[src/rtl/btn_event_detect.sv]
// Turns the debounced button level into one-cycle press/release/short/long/repeat events.
// Optional auto-repeat while in long-hold is built when BTN_AUTO_REPEAT_EN is defined.
module btn_event_detect #(
    parameter int unsigned LONG_CYC   = 100_000_000,
    parameter int unsigned REPEAT_CYC = 20_000_000,
    parameter int unsigned CNT_W      = 27
) (
    input  logic       clk,
    input  logic       rst_n,
    input  logic       btn_in,
    input  logic       enable,
    output logic       press_pulse,
    output logic       release_pulse,
    output logic       short_press,
    output logic       long_press,
    output logic       repeat_pulse,
    output logic       held,
    output logic [7:0] event_cnt
);

    localparam int unsigned EVT_W = 8;

    // Reject configurations where the thresholds cannot be reached by the counters.
    if (LONG_CYC < 2 || REPEAT_CYC < 1 || (64'(LONG_CYC) >> CNT_W) != 64'd0
        || (64'(REPEAT_CYC) >> CNT_W) != 64'd0) begin : g_cfg_err
        $error("btn_event_detect: illegal LONG_CYC/REPEAT_CYC/CNT_W combination");
    end

    typedef enum logic [1:0] {
        ST_IDLE      = 2'd0,
        ST_PRESSED   = 2'd1,
        ST_LONG_HELD = 2'd2
    } state_e;

    state_e             state_q, state_d;
    logic               btn_prev_q;
    logic [CNT_W-1:0]   hold_cnt_q, hold_cnt_d;
    logic [EVT_W-1:0]   event_cnt_q, event_cnt_d;
    logic               press_q, press_d;
    logic               release_q, release_d;
    logic               short_q, short_d;
    logic               long_q, long_d;
    logic               held_q, held_d;
`ifdef BTN_AUTO_REPEAT_EN
    logic [CNT_W-1:0]   rep_cnt_q, rep_cnt_d, rep_cnt_nxt;
    logic               repeat_q, repeat_d;
`endif

    // Next-state and event decode; release always takes priority over hold thresholds.
    always_comb begin
        state_d     = state_q;
        hold_cnt_d  = hold_cnt_q;
        event_cnt_d = event_cnt_q;
        press_d     = 1'b0;
        release_d   = 1'b0;
        short_d     = 1'b0;
        long_d      = 1'b0;
`ifdef BTN_AUTO_REPEAT_EN
        rep_cnt_d   = rep_cnt_q;
        repeat_d    = 1'b0;
        rep_cnt_nxt = (rep_cnt_q == CNT_W'(REPEAT_CYC)) ? CNT_W'(1) : rep_cnt_q + CNT_W'(1);
`endif

        if (!enable) begin
            state_d    = ST_IDLE;
            hold_cnt_d = '0;
`ifdef BTN_AUTO_REPEAT_EN
            rep_cnt_d  = '0;
`endif
        end else begin
            case (state_q)
                ST_IDLE: begin
                    if (btn_in && !btn_prev_q) begin
                        press_d    = 1'b1;
                        hold_cnt_d = CNT_W'(1);
                        state_d    = ST_PRESSED;
                    end
                end
                ST_PRESSED: begin
                    if (!btn_in) begin
                        release_d   = 1'b1;
                        short_d     = 1'b1;
                        event_cnt_d = event_cnt_q + EVT_W'(1);
                        hold_cnt_d  = '0;
                        state_d     = ST_IDLE;
                    end else if (hold_cnt_q == CNT_W'(LONG_CYC)) begin
                        long_d      = 1'b1;
                        event_cnt_d = event_cnt_q + EVT_W'(1);
`ifdef BTN_AUTO_REPEAT_EN
                        rep_cnt_d   = '0;
`endif
                        state_d     = ST_LONG_HELD;
                    end else begin
                        hold_cnt_d = hold_cnt_q + CNT_W'(1);
                    end
                end
                ST_LONG_HELD: begin
                    if (!btn_in) begin
                        release_d  = 1'b1;
                        hold_cnt_d = '0;
`ifdef BTN_AUTO_REPEAT_EN
                        rep_cnt_d  = '0;
`endif
                        state_d    = ST_IDLE;
                    end else begin
`ifdef BTN_AUTO_REPEAT_EN
                        rep_cnt_d = rep_cnt_nxt;
                        repeat_d  = (rep_cnt_nxt == CNT_W'(REPEAT_CYC));
`endif
                    end
                end
                default: begin
                    state_d    = ST_IDLE;
                    hold_cnt_d = '0;
                end
            endcase
        end

        held_d = (state_d != ST_IDLE);
    end

    // State and output registers; btn_prev tracks the input even while disabled.
    always_ff @(posedge clk or negedge rst_n) begin
        if (!rst_n) begin
            state_q     <= ST_IDLE;
            btn_prev_q  <= 1'b0;
            hold_cnt_q  <= '0;
            event_cnt_q <= '0;
            press_q     <= 1'b0;
            release_q   <= 1'b0;
            short_q     <= 1'b0;
            long_q      <= 1'b0;
            held_q      <= 1'b0;
`ifdef BTN_AUTO_REPEAT_EN
            rep_cnt_q   <= '0;
            repeat_q    <= 1'b0;
`endif
        end else begin
            state_q     <= state_d;
            btn_prev_q  <= btn_in;
            hold_cnt_q  <= hold_cnt_d;
            event_cnt_q <= event_cnt_d;
            press_q     <= press_d;
            release_q   <= release_d;
            short_q     <= short_d;
            long_q      <= long_d;
            held_q      <= held_d;
`ifdef BTN_AUTO_REPEAT_EN
            rep_cnt_q   <= rep_cnt_d;
            repeat_q    <= repeat_d;
`endif
        end
    end

    assign press_pulse   = press_q;
    assign release_pulse = release_q;
    assign short_press   = short_q;
    assign long_press    = long_q;
    assign held          = held_q;
    assign event_cnt     = event_cnt_q;
`ifdef BTN_AUTO_REPEAT_EN
    assign repeat_pulse  = repeat_q;
`else
    assign repeat_pulse  = 1'b0;
`endif

endmodule
[config.mk]
export PLATFORM = sky130hd
export DESIGN_NAME = btn_event_detect
export DESIGN_NICKNAME = d
export VERILOG_FILES = /design/src/rtl/btn_event_detect.sv
export SDC_FILE = /design/constraint.sdc
export NUM_CORES = 1
export LEC_CHECK = 0
export BUFFER_PORTS_ARGS = -buffer_cell sky130_fd_sc_hd__buf_2
export CORE_ASPECT_RATIO = 1.4
export CORE_UTILIZATION = 41
export DETAILED_ROUTE_END_ITERATION = 10
export HOLD_SLACK_MARGIN = 0.03
export PLACE_DENSITY = 0.57
export SLEW_MARGIN = 20
export SYNTH_ARGS = -nofsm -noshare
export SYNTH_HDL_FRONTEND = slang
export SYNTH_SLANG_ARGS = --single-unit
[constraint.sdc]
create_clock -name clk -period 2.1 [get_ports clk]
set_input_delay 0.315 -clock clk [delete_from_list [all_inputs] [get_ports clk]]
set_output_delay 0.315 -clock clk [all_outputs]
set_load 0.005 [all_outputs]
After elaboration in Yosys (flattened, before gate mapping)
Index checks and enable logic that the tools add are counted.
W data, S select, Z words.
{"block": "totals", "ff_bits": 43, "out_inout_bits": 14}
{"block": "op_classes", "reduce_logical": 7, "muxes": 26, "addsub": 2, "eq_ne": 7}
{"operator": "$mux W27", "n": 5}
{"operator": "$pmux W27 S3", "n": 1}
{"operator": "$add A27 B1 Y27 const B", "n": 1}
{"operator": "$eq A27 B27 Y1 const B", "n": 1}
{"operator": "$mux W8", "n": 2}
{"operator": "$mux W1", "n": 12}
{"operator": "$mux W2", "n": 5}
{"operator": "$add A8 B1 Y8 const B", "n": 1}
{"operator": "$ne A3 B3 Y1 const B", "n": 2}
{"operator": "$pmux W2 S3", "n": 1}
{"operator": "$reduce_and A3 Y1", "n": 2}
{"operator": "$ne A4 B4 Y1 const B", "n": 1}
{"operator": "$eq A2 B1 Y1 const B", "n": 1}
{"operator": "$eq A2 B2 Y1 const B", "n": 1}
{"operator": "$logic_not A2 Y1", "n": 1}
{"operator": "$ne A2 B1 Y1 const B", "n": 1}
{"operator": "$reduce_bool A2 Y1", "n": 1}
{"operator": "$reduce_or A2 Y1", "n": 1}
{"operator": "$logic_and A1 B1 Y1", "n": 1}
{"operator": "$logic_not A1 Y1", "n": 1}

Longest topological paths before layout
Gate-level depths: netlist of run 1.
{"block": "logic_depth", "ltp_word": 6, "depth_mapped": 10}

Worst setup path before layout of run 1
Ideal clock, no wire load.
{"block": "synth_timing", "path_kind": "reg2reg", "startpoint": "reg state_q[0]", "endpoint": "reg hold_cnt_q[26]", "path_stages_with_launch": 10, "setup_slack_ps": -101, "t_required_ps": 1964, "n_path_buf": 2, "setup_ps": 136, "t_arrival_ps": 2065, "path_cell_list": "dfrtp_1 > inv_1 > ha_1 > and2_1 > a21oi_1 > o21ai_1 > bufbuf_8 > buf_6 > o31ai_1 > a21oi_1"}
{"block": "synth_via", "elab_chain_len": 3, "word_cells_on_any_way": 9, "classes_between": "eq/ne (5); mux (2); reduce/logical (2)"}
{"item": "start, declared", "line_no": "35", "rtl": "state_e state_q, state_d;"}
{"item": "start signal, assigned", "line_no": "139", "rtl": "state_q <= state_d;"}
{"item": "$eq A2 B1 Y1 (tied with other cells)", "line_no": "71", "rtl": "case (state_q)"}
{"item": "$ne A4 B4 Y1 (no line) (tied with other cells)"}
{"item": "$reduce_and A3 Y1 (no line) / $mux W27 (equally long branches)"}
{"item": "end signal, assigned", "line_no": "141", "rtl": "hold_cnt_q <= hold_cnt_d;"}
{"item": "end, declared", "line_no": "37", "rtl": "logic [CNT_W-1:0] hold_cnt_q, hold_cnt_d;"}
Parallel ways exist; a longest one is shown, timed or not.
A chain may end at the register's enable or synchronous reset.

Final worst setup path of run 1
{"block": "layout_timing", "startpoint": "reg hold_cnt_q[12]", "endpoint": "reg hold_cnt_q[24]"}
{"block": "layout_via", "elab_chain_len": 5, "word_cells_on_any_way": 8, "classes_between": "add/sub (1); eq/ne (2); mux (4); reduce/logical (1)"}
{"item": "$add A27 B1 Y27", "line_no": "94", "rtl": "hold_cnt_d = hold_cnt_q + CNT_W'(1);"}
{"item": "$mux W27", "line_no": "86", "rtl": "end else if (hold_cnt_q == CNT_W'(LONG_CYC)) begin"}
{"item": "$mux W27", "line_no": "80", "rtl": "if (!btn_in) begin"}
{"item": "$pmux W27 S3", "line_no": "71"}
{"item": "$mux W27", "line_no": "64", "rtl": "if (!enable) begin"}
Parallel ways exist; a longest one is shown, timed or not. The select of a mux whose other input is x is not followed.

==> summary.txt, run 1 <==
Crit path top cell by count -> or4_4
Crit Path Max Fanout -> 5
CP Capture Type -> flop
Antenna cells -> 0
Hold path depth -> 1
Dpl hpwl -> 4.08 mm
Post-Syn Area per Cell -> 9.52 sq um
Register area share after synthesis -> 0.456
Number of synthesized flops with an enable pin -> 0
DRT iter0 DRCs -> 137
Crit path cell chain -> nand3_1 > or4_4 > or4_4 > or3_1 > a21oi_1
#FFs+latches synth -> 43
CP Depth -> 5
CP bufs+invs -> 0
# setup viols final -> 0
Die height -> 91.8 microns
Synth area leaders -> dfrtp_1 46%, a21oi_1 4.2%, nand3_1 3.8%, ha_1 3.7%, nand4_1 3.7%
Total grt overflow -> 0
Met2 GRT Util -> 0.345
Vias per cell -> 5.71
Critical path arrival -> 2.29 ns
CTS H-tree lvls -> 2
Post-Synthesis Cells -> 248
Pre-CTS setup slack -> -0.0214 ns
CP max-delay cell -> dfrtp_1
Kind of critical path -> reg -> reg
Final hold viol count -> 0
Vias in the first global route -> 1989
Die area -> 6070 sq um
Final Cell Area -> 2840 sq um
Share of the synthesized area in the top cell type -> 0.456
Worst-Margin Slew -> 0.555 ns
CTS Sinks -> 43
Fmax -> 486 MHz
Area after DPL -> 2680 sq um
Slowest stage delay, CP -> 0.47 ns
Drt pass-1 iters -> 5
VDD IR max -> 436 uV
Final nets -> 304
Via Count -> 2068
CTS clk-pin slew, worst paths -> 0.08 ns
CTS Buf Count -> 5
# DRC -> 0
Antenna Violating Nets Remaining -> 0
Antenna violations before repair -> 0
Worst-case clock buffer depth -> 2
Syn nets -> 259
TritonCTS clock tree -> built
Row count -> 32
Post-synthesis cell area -> 2360 sq um
Die Width -> 66.1 microns
Global-route layer with the greatest usage -> met2
Post-route clock skew -> 0.00717 ns
Startpoint Class -> flop
CP required -> 2.33 ns
Post-route clock period utilization -> 0.980
Max-slew violations -> 0
Number of port buffers -> 16
Post-synth top area cell -> dfrtp_1
Leak -> 1.19 nW
CTS Root Cell -> clkbuf_8
Hold WC Path Type -> in -> reg
Final min period -> 2.06 ns
Met1 Usage GRT -> 0.242
Routed wire per std cell -> 15.1 microns
Fillers -> 534
Max-slew headroom -> 0.627
Worst-skew pair later-pin latency -> 0.30 ns
CORE AREA -> 5530 sq um
Critical path's top delay family -> simple AND/OR/NAND/NOR gates
Global-route wire length before repair -> 9.28 mm
MaxCap Viol Count -> 0
GR Util All Layers -> 0.201
RSZ-0062 raised after global routing -> yes
Most used flip-flop cell after synthesis -> dfrtp_1
PD cells -> 576 nW/um^2
Routability cong. -> 0.802
Async SR Flop Fraction -> 1.00
Fin worst setup slack -> 0.0426 ns
Io pins -> 18
Share of cells above drive strength 1 -> 0.255
WL final -> 5.47 mm
Initial Util -> 0.427
Area Growth Syn to Fin -> 20.4%
Met3 Use GR -> 0.0373
Cell variety after synth -> 44
Worst R2R Path Depth -> 5
Number of synthesis warnings -> 0
Status -> finished clean
Largest net degree at the start of global routing -> 37
## metrics by stage
step                total power [mW]  utilization  hold slack (ns)  setup TNS (ns)  std cells
finish                          1.64        0.514            0.219               0        362
global route                    1.72        0.514            0.209         -0.0348        362
CTS                             1.65        0.503            0.219               0        360
detailed placement              1.13        0.485            0.302         -0.0276        350
global placement                1.13        0.485            0.307               0        350
floorplan                       1.03            -           0.0194               0        248
## kinds of logic after synthesis
logic type | Yosys count | share of synthesized area
DFF | 43 | 0.456
muxes | 1 | 0.00477
other | 1 | 0.00159
AOI/OAI and AO/OA | 51 | 0.127
buffers and inverters | 17 | 0.0403
and+or+nand+nor | 115 | 0.285
adders and majority gates | 7 | 0.0371
xor gates and xnor gates | 13 | 0.0483
## registers in the layout, indices dropped and copies added, names as in the netlist
name / cells
state_q: 2
hold_cnt_q: 27
short_press: 1
long_press: 1
btn_prev_q: 1
release_pulse: 1
event_cnt: 8
press_pulse: 1
held: 1
## cells in the mapped netlist, types with 2 or more instances
cell type  instances
or2_2              2
and3_1             4
and4_1             5
nor2_1            15
nand4_1           14
xor2_1             4
and2_1             2
dfrtp_1           43
buf_4              2
nor4b_1            3
clkbuf_1           3
ha_1               7
or4_1             10
xnor2_1            9
nor2b_1            2
o21a_1             2
inv_1              9
or3_1              8
a21oi_1           20
nand2_1           18
nor4_1             3
nand2b_1           3
nand3_1           18
o21ai_0           13
nor3_1             3
o31ai_1            8
## path summary, 6_finish.rpt
kind,startpoint,endpoint,slack [ns]
min reg2reg,event_cnt[7]$_DFFE_PN0P_,event_cnt[7]$_DFFE_PN0P_,0.47
min in group asynchronous,rst_n,hold_cnt_q[26]$_DFFE_PN0P_,0.52
max in group asynchronous,rst_n,hold_cnt_q[7]$_DFFE_PN0P_,1.29
max,hold_cnt_q[12]$_DFFE_PN0P_,hold_cnt_q[24]$_DFFE_PN0P_,0.04
max reg2reg,hold_cnt_q[12]$_DFFE_PN0P_,hold_cnt_q[24]$_DFFE_PN0P_,0.04
min,btn_in,btn_prev_q$_DFF_PN0_,0.22
## per-layer routing
metal | wire length (microns) | up-vias | share of wire
met5 | 0 | - | 0
met4 | 107 | 0 | 0.020
met3 | 182 | 9 | 0.033
met2 | 2930 | 41 | 0.54
met1 | 2250 | 1016 | 0.41
li1 | - | 1002 | -
## layout by cell type (no fill, tap or decap), drive strengths merged, types with 4 or more instances in the layout
master	count
buf	45
nand2	18
xor2	4
ha	7
o21ai	14
nor2	15
clkbuf	5
nand4	15
or3	9
and3	4
xnor2	9
a21oi	20
dfrtp	43
o31ai	8
or4	11
and4	5
inv	9
nand3	18
## worst register-to-register path, cell delays in order (launching register included)
cell	delay, ns
dfrtp_1	0.47
nand3_1	0.20
or4_4	0.47
or4_4	0.42
or3_1	0.31
a21oi_1	0.12
## what timing repair did
item                                   CTS  global route
endpoints found under the hold margin   43             0
hold buffers                             1             0
resized for setup                        0            13
buffers inserted                         1             2
pin swaps                                0             4
setup endpoints to repair                1            17
## report_power, final
group | total (mW) | switching, mW | internal (mW)
combinational | 0.217 | 0.118 | 0.0989
clock | 0.510 | 0.282 | 0.228
sequential | 0.909 | 0.0469 | 0.862
total | 1.64 | 0.446 | 1.19
## cell type report
type | count | area (sq um) | share of cell area
Timing Repair Buffer | 46 | 320 | 0.113
Multi-Input combinational cell | 188 | 1240 | 0.436
Sequential cell | 43 | 1080 | 0.380
Tap cell | 68 | 85.1 | 0.0300
Clock inverter | 3 | 15.0 | 0.00529
Clock buffer | 5 | 68.8 | 0.0242
Inverter | 9 | 33.8 | 0.0119
No activity file was read; power rests on OpenSTA's default activity.
==> run 2, diff against run 1 <==
ABC_AREA = 1   (was default)
==> run 2 against run 1 <==
  * Sequential share of layout area is 3.9 points lower
  * First-iteration DRC count decreased by 23%
  * Die area up 20%
  * Utilization down 3.9 points
  * Critical path depth is 5 higher
  * Power grew 6.8%
  * Global-route usage up 1.8 points
  * Clock power increased by 3%
  * Critical endpoint is now hold_cnt_q[3]$_DFFE_PN0P_
  * Register-to-register slack improved by 0.14 ns
  * Clock skew about the same
==> summary.txt, run 2 <==
Setup Total Neg Slack -> 0 ns
Initial Util -> 0.429
Final nets -> 450
Dpl cells -> 523
Sequential group share of total power -> 0.533
Die Width -> 72.5 microns
Post-Synthesis Cells -> 417
DRT iter0 DRCs -> 105
Drt pass-1 iters -> 4
TritonCTS clock tree -> built
Sw Ratio -> 0.302
Via Count -> 2658
Most common cell in the netlist -> nand2_1
CP Capture Type -> flop
RSZ-0062 raised after global routing -> no
Post-synthesis cell area -> 2860 sq um
CP max-delay cell -> dfrtp_1
Largest reg by FF count -> hold_cnt_q
CORE AREA -> 6660 sq um
Async SR Flop Fraction -> 1.00
Fin worst setup slack -> 0.183 ns
Kind of critical path -> reg -> reg
Crit Path Max Fanout -> 12
Global-route wire length before repair -> 12.3 mm
Row count -> 35
Synth area leaders -> dfrtp_1 38%, nand2_1 16%, nor2_1 7.8%, inv_1 7.2%, nand3_1 7.0%
Slowest stage delay, CP -> 0.42 ns
Worst-skew pair later-pin latency -> 0.30 ns
WL final -> 7.25 mm
Number of port buffers -> 16
Top cells by count, synth -> 118 x nand2_1, 59 x nor2_1, 55 x inv_1
Internal power -> 1.22 mW
CTS H-tree lvls -> 2
CTS Sinks -> 43
Io pins -> 18
Post-synth top area cell -> dfrtp_1
MaxCap Viol Count -> 0
Die area -> 7310 sq um
Antenna violations before repair -> 0
Vias per cell -> 5.00
Fmax -> 522 MHz
Startpoint Class -> flop
Antenna Violating Nets Remaining -> 0
Psw -> 0.527 mW
Final hold viol count -> 0
Number of synthesized flops with an enable pin -> 0
Routed wire per std cell -> 13.6 microns
Critical path arrival -> 2.11 ns
Total grt overflow -> 0
Vias in the first global route -> 2609
Pre-CTS setup slack -> 0.0595 ns
Comb power frac -> 0.166
Hold path depth -> 3
Commonest cells after routing, fill and taps aside -> 117 x nand2_1, 59 x nor2_1, 55 x inv_1
Post-Syn Area per Cell -> 6.85 sq um
Crit path cell chain -> inv_1 > ha_1 > nand2_1 > o21ai_1 > inv_1 > nand2_8 > buf_4 > o21ai_1 > inv_1 > nor2_1
Number of synthesis warnings -> 0
# setup viols final -> 0
#FFs+latches synth -> 43
Post-route clock skew -> 0.00681 ns
Worst R2R Path Depth -> 10
Hold Startpoint -> enable
Hold path endpoint -> release_pulse$_DFF_PN0_
Worst-case clock buffer depth -> 2
Antenna cells -> 0
Leak -> 1.43 nW
Status -> finished clean
Area after DPL -> 3050 sq um
Critical R2R Launch -> state_q[0]$_DFF_PN0_
Register area share after synthesis -> 0.377
CTS Buf Count -> 5
Die height -> 101 microns
Dpl hpwl -> 5.53 mm
Share of the synthesized area in the top cell type -> 0.377
Critical path's top delay family -> buffers and inverters
Hold WC Path Type -> in -> reg
Worst R2R Setup Slack -> 0.18 ns
VDD IR max -> 257 uV
Syn nets -> 428
Area Growth Syn to Fin -> 10.6%
Cell variety after synth -> 32
Crit path top cell by count -> inv_1
Largest net degree at the start of global routing -> 25
Largest register FFs -> 27
Post-route clock period utilization -> 0.913
CTS Root Cell -> clkbuf_8
GR Util All Layers -> 0.219
CP required -> 2.30 ns
Most used flip-flop cell after synthesis -> dfrtp_1
Max-slew violations -> 0
CTS clk-pin slew, worst paths -> 0.08 ns
Share of cells above drive strength 1 -> 0.125
Final Cell Area -> 3160 sq um
CP bufs+invs -> 4
Reg-to-Reg End -> hold_cnt_q[3]$_DFFE_PN0P_
PD cells -> 553 nW/um^2
Commonest non-fill, non-tap cell in the layout -> nand2_1
Routability cong. -> 0.905
Final min period -> 1.92 ns
Final Non-Filler Cells -> 532
Post-CTS Setup Bufs -> 0
Clock power frac -> 0.301
# DRC -> 0
[run 2: changes by cell type in the layout (fill, tap and decap cells not counted), sizes merged, moves of 5 or more]
cell,delta
o21ai,+6
or4,-11
nor2,+56
a21oi,-16
or3,-9
buf,-21
and4,-5
xnor2,-8
nand3,+24
inv,+49
nand2,+104
[run 2: metal layers]
layer | global-route usage | share of wire
met1 | 0.250 | 0.43
met2 | 0.406 | 0.52
met3 | 0.0260 | 0.024
met4 | 0.0860 | 0.027
met5 | 0 | 0
[run 2: how the worst max path moves through the flow]
stage | depth (start not counted) | startpoint | to
after floorplan | 11 | state_q[1]$_DFF_PN0_ | hold_cnt_q[14]$_DFFE_PN0P_
after global placement | 11 | hold_cnt_q[0]$_DFFE_PN0P_ | event_cnt[2]$_DFFE_PN0P_
after detailed placement | 10 | state_q[0]$_DFF_PN0_ | hold_cnt_q[17]$_DFFE_PN0P_
after CTS | 10 | state_q[0]$_DFF_PN0_ | hold_cnt_q[3]$_DFFE_PN0P_
after global routing | 10 | state_q[0]$_DFF_PN0_ | hold_cnt_q[3]$_DFFE_PN0P_
final | 10 | state_q[0]$_DFF_PN0_ | hold_cnt_q[3]$_DFFE_PN0P_
[run 2: stage by stage]
step,hold WS [ns],total power [mW],util
global route,0.282,1.86,0.475
detailed placement,0.107,1.23,0.458
finish,0.278,1.75,0.475
floorplan,0.0194,1.12,-
CTS,0.272,1.77,0.472
global placement,0.106,1.23,0.458
[run 2: repair_timing]
| item | CTS | global route |
|---|---|---|
| endpoints found under the hold margin | 20 | 0 |
| endpoints found under the setup margin | 0 | 26 |
| resized for setup | 0 | 5 |
| hold buffers | 1 | 0 |
[run 2: kinds of logic (layout without fill, tap and decap cells)]
family                   count (synthesis)  after routing  synth area share
AO/OA/AOI/OAI                           34             34            0.0688
buffers and inverters                   69             92             0.101
XOR/XNOR                                 6              6            0.0184
adder cells (fa/ha/maj)                  7              7            0.0307
flip-flops                              43             43             0.377
other                                    1              1           0.00131
AND/OR/NAND/NOR                        257            257             0.403
[run 2: cell type report]
type | count | area (sq um)
well taps | 92 | 115
repair buffers | 25 | 150
clock inverters | 3 | 15.0
inverters | 59 | 224
clock buffers | 5 | 68.8
fillers | 710 | 3500
multi-input cells | 305 | 1510
flip-flops and latches | 43 | 1080
[run 2: power by group through the flow]
stage | sequential, mW | clock [mW] | combinational (mW)
2_1_floorplan | 0.947 | 0 | 0.169
3_3_place_gp | 0.947 | 0 | 0.281
6_report | 0.932 | 0.526 | 0.289
5_1_grt | 0.941 | 0.577 | 0.340
3_5_place_dp | 0.949 | 0 | 0.285
4_1_cts | 0.932 | 0.550 | 0.289
[run 2: worst min-delay path, delay by kind of cell]
kind / cells / cell delay, ns
buffers and inverters: 1 / 0.13
AND/OR/NAND/NOR: 2 / 0.10
